<file path="config.mk">
export PLATFORM = sky130hd
export DESIGN_NAME = jt053246_objdma
export DESIGN_NICKNAME = d
export VERILOG_FILES = /design/src/rtl/jt053246_objdma.sv
export SDC_FILE = /design/constraint.sdc
export NUM_CORES = 1
export LEC_CHECK = 0
export BUFFER_PORTS_ARGS = -buffer_cell sky130_fd_sc_hd__buf_2
export CAP_MARGIN = 0
export CORE_MARGIN = 1.5
export CORE_UTILIZATION = 46
export CTS_BUF_LIST = sky130_fd_sc_hd__clkbuf_2
export CTS_CLUSTER_DIAMETER = 80
export CTS_CLUSTER_SIZE = 30
export DETAILED_ROUTE_END_ITERATION = 8
export PLACE_DENSITY = 0.81
export RECOVER_POWER = 100
export SLEW_MARGIN = 20
export SYNTH_ARGS = -nofsm -noshare
export SYNTH_HDL_FRONTEND = slang
export SYNTH_SLANG_ARGS = --single-unit
</file>
<file path="constraint.sdc">
create_clock -name clk -period 1.4 [get_ports clk]
set_input_delay 0.21 -clock clk [delete_from_list [all_inputs] [get_ports clk]]
set_output_delay 0.21 -clock clk [all_outputs]
set_load 0.03 [all_outputs]
</file>
<file path="src/rtl/jt053246_objdma.sv">
// Object-table DMA: copies external sprite attribute RAM into the even/odd word line-buffer banks.
// Optional build macro JT053246_DMA_FLICKER_EN enables the per-frame flicker toggle output.
module jt053246_objdma (
    input  logic        clk,
    input  logic        rst,
    input  logic        pxl2_cen,
    input  logic        mode8,
    input  logic        dma_en,
    input  logic        dma_trig,
    input  logic        k44_en,
    input  logic        simson,
    input  logic        hs,
    input  logic        vs,
    output logic [12:0] dma_addr,
    input  logic [15:0] dma_data,
    output logic        dma_bsy,
    output logic        dma_wel,
    output logic        dma_weh,
    output logic [10:0] dma_wr_addr,
    output logic [15:0] dma_din,
    output logic        flicker
);

    typedef enum logic [1:0] {
        ST_IDLE = 2'd0,
        ST_READ = 2'd1,
        ST_DONE = 2'd2
    } state_t;

    state_t      state_q, state_d;
    logic [12:0] addr_q, addr_d;
    logic [10:0] wr_addr_q, wr_addr_d;
    logic [15:0] din_q, din_d;
    logic        wel_q, wel_d;
    logic        weh_q, weh_d;
    logic        bsy_q, bsy_d;
    logic        vs_l_q, vs_l_d;

    logic        vs_rise;
    logic        start;
    logic        swap;
    logic [12:0] last_addr;
    logic        unused_hs;

    assign unused_hs = hs;
    assign vs_rise   = pxl2_cen & vs & ~vs_l_q;
    // K053244 mode is started by the CPU trigger only; K053246 mode by frame start
    assign start     = k44_en ? dma_trig : (vs_rise & dma_en);
    assign swap      = mode8 ^ simson;
    assign last_addr = k44_en ? 13'd1023 : 13'd2047;

    always_comb begin
        state_d   = state_q;
        addr_d    = addr_q;
        wr_addr_d = wr_addr_q;
        din_d     = din_q;
        wel_d     = 1'b0;
        weh_d     = 1'b0;
        vs_l_d    = vs_l_q;
        if (pxl2_cen) begin
            vs_l_d = vs;
            case (state_q)
                ST_IDLE: begin
                    if (start) begin
                        state_d = ST_READ;
                        addr_d  = 13'd0;
                    end
                end
                ST_READ: begin
                    // dma_data now holds the word for the address presented last tick
                    wr_addr_d = addr_q[10:0];
                    din_d     = swap ? {dma_data[7:0], dma_data[15:8]} : dma_data;
                    wel_d     = ~addr_q[0];
                    weh_d     = addr_q[0];
                    if (addr_q == last_addr) begin
                        state_d = ST_DONE;
                    end else begin
                        addr_d = addr_q + 13'd1;
                    end
                end
                ST_DONE: begin
                    state_d = ST_IDLE;
                end
                default: begin
                    state_d = ST_IDLE;
                end
            endcase
        end
        bsy_d = (state_d != ST_IDLE);
    end

    always_ff @(posedge clk) begin
        if (rst) begin
            state_q   <= ST_IDLE;
            addr_q    <= 13'd0;
            wr_addr_q <= 11'd0;
            din_q     <= 16'd0;
            wel_q     <= 1'b0;
            weh_q     <= 1'b0;
            bsy_q     <= 1'b0;
            vs_l_q    <= 1'b0;
        end else begin
            state_q   <= state_d;
            addr_q    <= addr_d;
            wr_addr_q <= wr_addr_d;
            din_q     <= din_d;
            wel_q     <= wel_d;
            weh_q     <= weh_d;
            bsy_q     <= bsy_d;
            vs_l_q    <= vs_l_d;
        end
    end

`ifdef JT053246_DMA_FLICKER_EN
    logic flick_q, flick_d;

    assign flick_d = vs_rise ? ~flick_q : flick_q;

    always_ff @(posedge clk) begin
        if (rst) begin
            flick_q <= 1'b0;
        end else begin
            flick_q <= flick_d;
        end
    end

    assign flicker = flick_q;
`else
    assign flicker = 1'b0;
`endif

    assign dma_addr    = addr_q;
    assign dma_wr_addr = wr_addr_q;
    assign dma_din     = din_q;
    assign dma_wel     = wel_q;
    assign dma_weh     = weh_q;
    assign dma_bsy     = bsy_q;

endmodule

</file>
==> results.json <==
{
  "fin_ws_ns": -0.1280,
  "clock_latency_ns": 0.42,
  "drive_gt1_frac": 0.4435,
  "grt_max_degree": 37,
  "hold_start": "dma_data[4]",
  "cts.sinks": 46,
  "p_leak_nw": 1.251,
  "synth-edff-count": 0,
  "core-area_um2": 4324,
  "chipWidth_um": 69.59,
  "firstDrtPassIters": 4,
  "initial_core_util": 0.4716,
  "wire_per_inst_um": 12.88,
  "track_usage": 0.2079,
  "final.fill_count": 355,
  "vias": 2061,
  "std_cell_rows": 24,
  "place_congestion": 0.8322,
  "hpwl_um": 3570,
  "synth_top_area_cell": "dfxtp_1",
  "crit_path_start": "dma_addr[6]",
  "period_needed_ns": 1.528,
  "nNetsFinal": 371,
  "yosys_most_used_dff": "dfxtp_1",
  "whs_ns": 0.03501,
  "netlist_area_um2": 2039,
  "power_density_nw_per_um2": 782.9,
  "path_class": "reg -> reg",
  "antenna_found_initial": 0,
  "grtUsageMet1": 0.2703,
  "die_height_um": 69.59,
  "critPathLaunchType": "register",
  "end_kind": "register",
  "fin_crit_sh": 1.091,
  "r2r_slack_ns": -0.13,
  "timing.max_cap.violations": 0,
  "yosysWarnings": 0,
  "routed_wl_um": 5114,
  "stdcell_count": 397,
  "ys_async_sr_fraction": 0,
  "clkTransAtPathRegs_ns": 0.22,
  "grt_pass1_wl_um": 8204,
  "ir_drop_mv": 0.3956,
  "grt_pass1_vias": 1832,
  "setup_viol": 12,
  "busiest_layer": "met2",
  "cp_max_fo": 6,
  "dp_cells": 384,
  "hp-class": "in -> reg",
  "r2r_start": "dma_addr[6]",
  "drc_errors": 0,
  "drv_slew": 0,
  "io_buffer_count": 67,
  "fmax_ghz": 0.6544,
  "max_stage_delay_ns": 0.48,
  "final_util": 0.6672,
  "ys_ff_latch": 46,
  "outcome": "finished with violations",
  "vias_per_cell": 5.191,
  "rsz0062_at_grt": "yes",
  "drt_iter0_drc": 83,
  "cp_cell_sequence": "and4_4 > nand4_4 > o211ai_4 > or4b_1 > a21oi_1",
  "area_growth_pct": 41.47,
  "final-hold-violation-count": 0,
  "clock_skew_ns": 0.01461,
  "diodes": 0,
  "io_pins": 70,
  "grtUsageMet2": 0.3429,
  "yosysSeqAreaShare": 0.4515,
  "syn-num-nets": 271,
  "die-area_um2": 4842,
  "cts_hold_buf": 0,
  "cp.arrival_ns": 1.88,
  "synthTopCellsByArea": "dfxtp_1 (45%), nand2_1 (11%), a311oi_1 (6.9%)",
  "synth_cell_type_count": 40,
  "cts_max_path_buffers": 2,
  "seq_area_um2": 968.4,
  "failed_checks": "negative setup slack",
  "multiInputGateArea_um2": 1116,
  "detail-route-antenna-nets": 0,
  "synth_cells": 244,
  "cts_made_buffers": 5,
  "required_ns": 1.75,
  "cts_tree": "built",
  "htreeDepth": 2,
  "grt-ovfl-total": 0,
  "critPathSlowestCell": "or4b_1",
  "cts_root_buf": "clkbuf_2",
  "grt_use_met3": 0.04215,
  "yosysTopAreaCellShare": 0.4515,
  "syn_area_per_cell_um2": 8.358
}
## cell usage after synthesis (2+ instances only)
master,number
a211oi_1,2
a21oi_1,19
a311oi_1,16
and2_1,2
and3_1,2
and4_1,2
buf_2,5
buf_4,2
clkbuf_1,7
dfxtp_1,46
inv_1,2
nand2_1,59
nand3_1,4
nand4_1,3
nor2_1,32
o211ai_1,4
o21ai_0,3
or3_1,2
or4b_1,2
xor2_1,10
## where the power goes
group          leakage [nW]  internal (W)  total, W  switching (W)
Combinational         0.835      0.000154  0.000388       0.000234
Sequential            0.383       0.00132   0.00134      0.0000157
Clock                0.0327      0.000125  0.000534       0.000409
## registers in the layout (all words and copies together) (netlist names)
signal and flops:
dma_weh 1, vs_l_q 1, dma_din 16, dma_bsy 1, state_q 2, dma_wr_addr 11
dma_addr 13, dma_wel 1
## per-layer routing
layer	vias up	wire length, µm
met5	-	0
met4	0	64
met3	9	203
met2	54	2526
met1	944	2319
li1	1054	-
## critical path, delay by kind of cell (launching register included)
kind | cells | cell delay [ns]
DFF | 1 | 0.39
AOI/OAI and AO/OA | 2 | 0.28
and+or+nand+nor | 3 | 0.78
## worst paths after layout
check | cells after the start | endpoint
max | 5 | dma_addr[0]
min | 3 | dma_din[4]
max reg2reg | 5 | dma_addr[0]
min reg2reg | 2 | dma_wr_addr[7]
## timing repair
action | CTS | global route
endpoints found under the setup margin | 41 | 40
buffers inserted | 4 | 0
cloned | 0 | 1
resized for setup | 7 | 18
pin swaps | 10 | 6
## per-stage QoR
step                      area (µm²)  setup TNS [ns]  setup slack (ns)  total power [W]
after floorplan                 2107         -0.2200          -0.07391         0.001587
after global placement          2720         -0.8638          -0.09345         0.001725
after detailed placement        2720          -1.753           -0.1180         0.001734
after CTS                       2805         -0.7833          -0.09354         0.002267
after global routing            2885          -2.367           -0.1638         0.002368
final                           2885         -0.6241           -0.1280         0.002259
## layout by cell type, fill, tap and decap left out, types with 2 or more instances in the layout
cell type,instances
o211ai_1,4
and4_4,2
a311oi_1,16
dfxtp_4,11
clkbuf_2,6
nor2_1,32
clkinv_2,2
dfxtp_1,30
inv_1,2
xor2_1,9
a211oi_2,2
nand3_1,2
o21ai_2,2
nand2_4,2
nand2_1,58
dfxtp_2,5
or4b_1,2
buf_2,64
nand4_1,3
nand3_2,2
buf_6,2
buf_4,39
o21ai_1,2
a21oi_1,18
## logic make-up (layout without fill, tap and decap cells)
logic type | after synthesis | after routing | synth area share
AND/OR/NAND/NOR | 118 | 118 | 0.2773
AO/OA/AOI/OAI | 49 | 49 | 0.1730
flip-flops | 46 | 46 | 0.4515
buffers and inverters | 17 | 118 | 0.03803
XOR/XNOR | 11 | 11 | 0.04724
adder cells (fa/ha/maj) | 1 | 1 | 0.006134
other | 1 | 1 | 0.001839
multiplexers | 1 | 1 | 0.004908
## area by class of cell
class                      count  share of cell area
clock buffer                   6             0.01041
timing repair buffer         108              0.2385
tap                           52             0.02255
clock inverter                 2            0.003469
multi-input combinational    181              0.3868
sequential                    46              0.3356
inverter                       2            0.002602
Power figures use the tool's default switching activity.
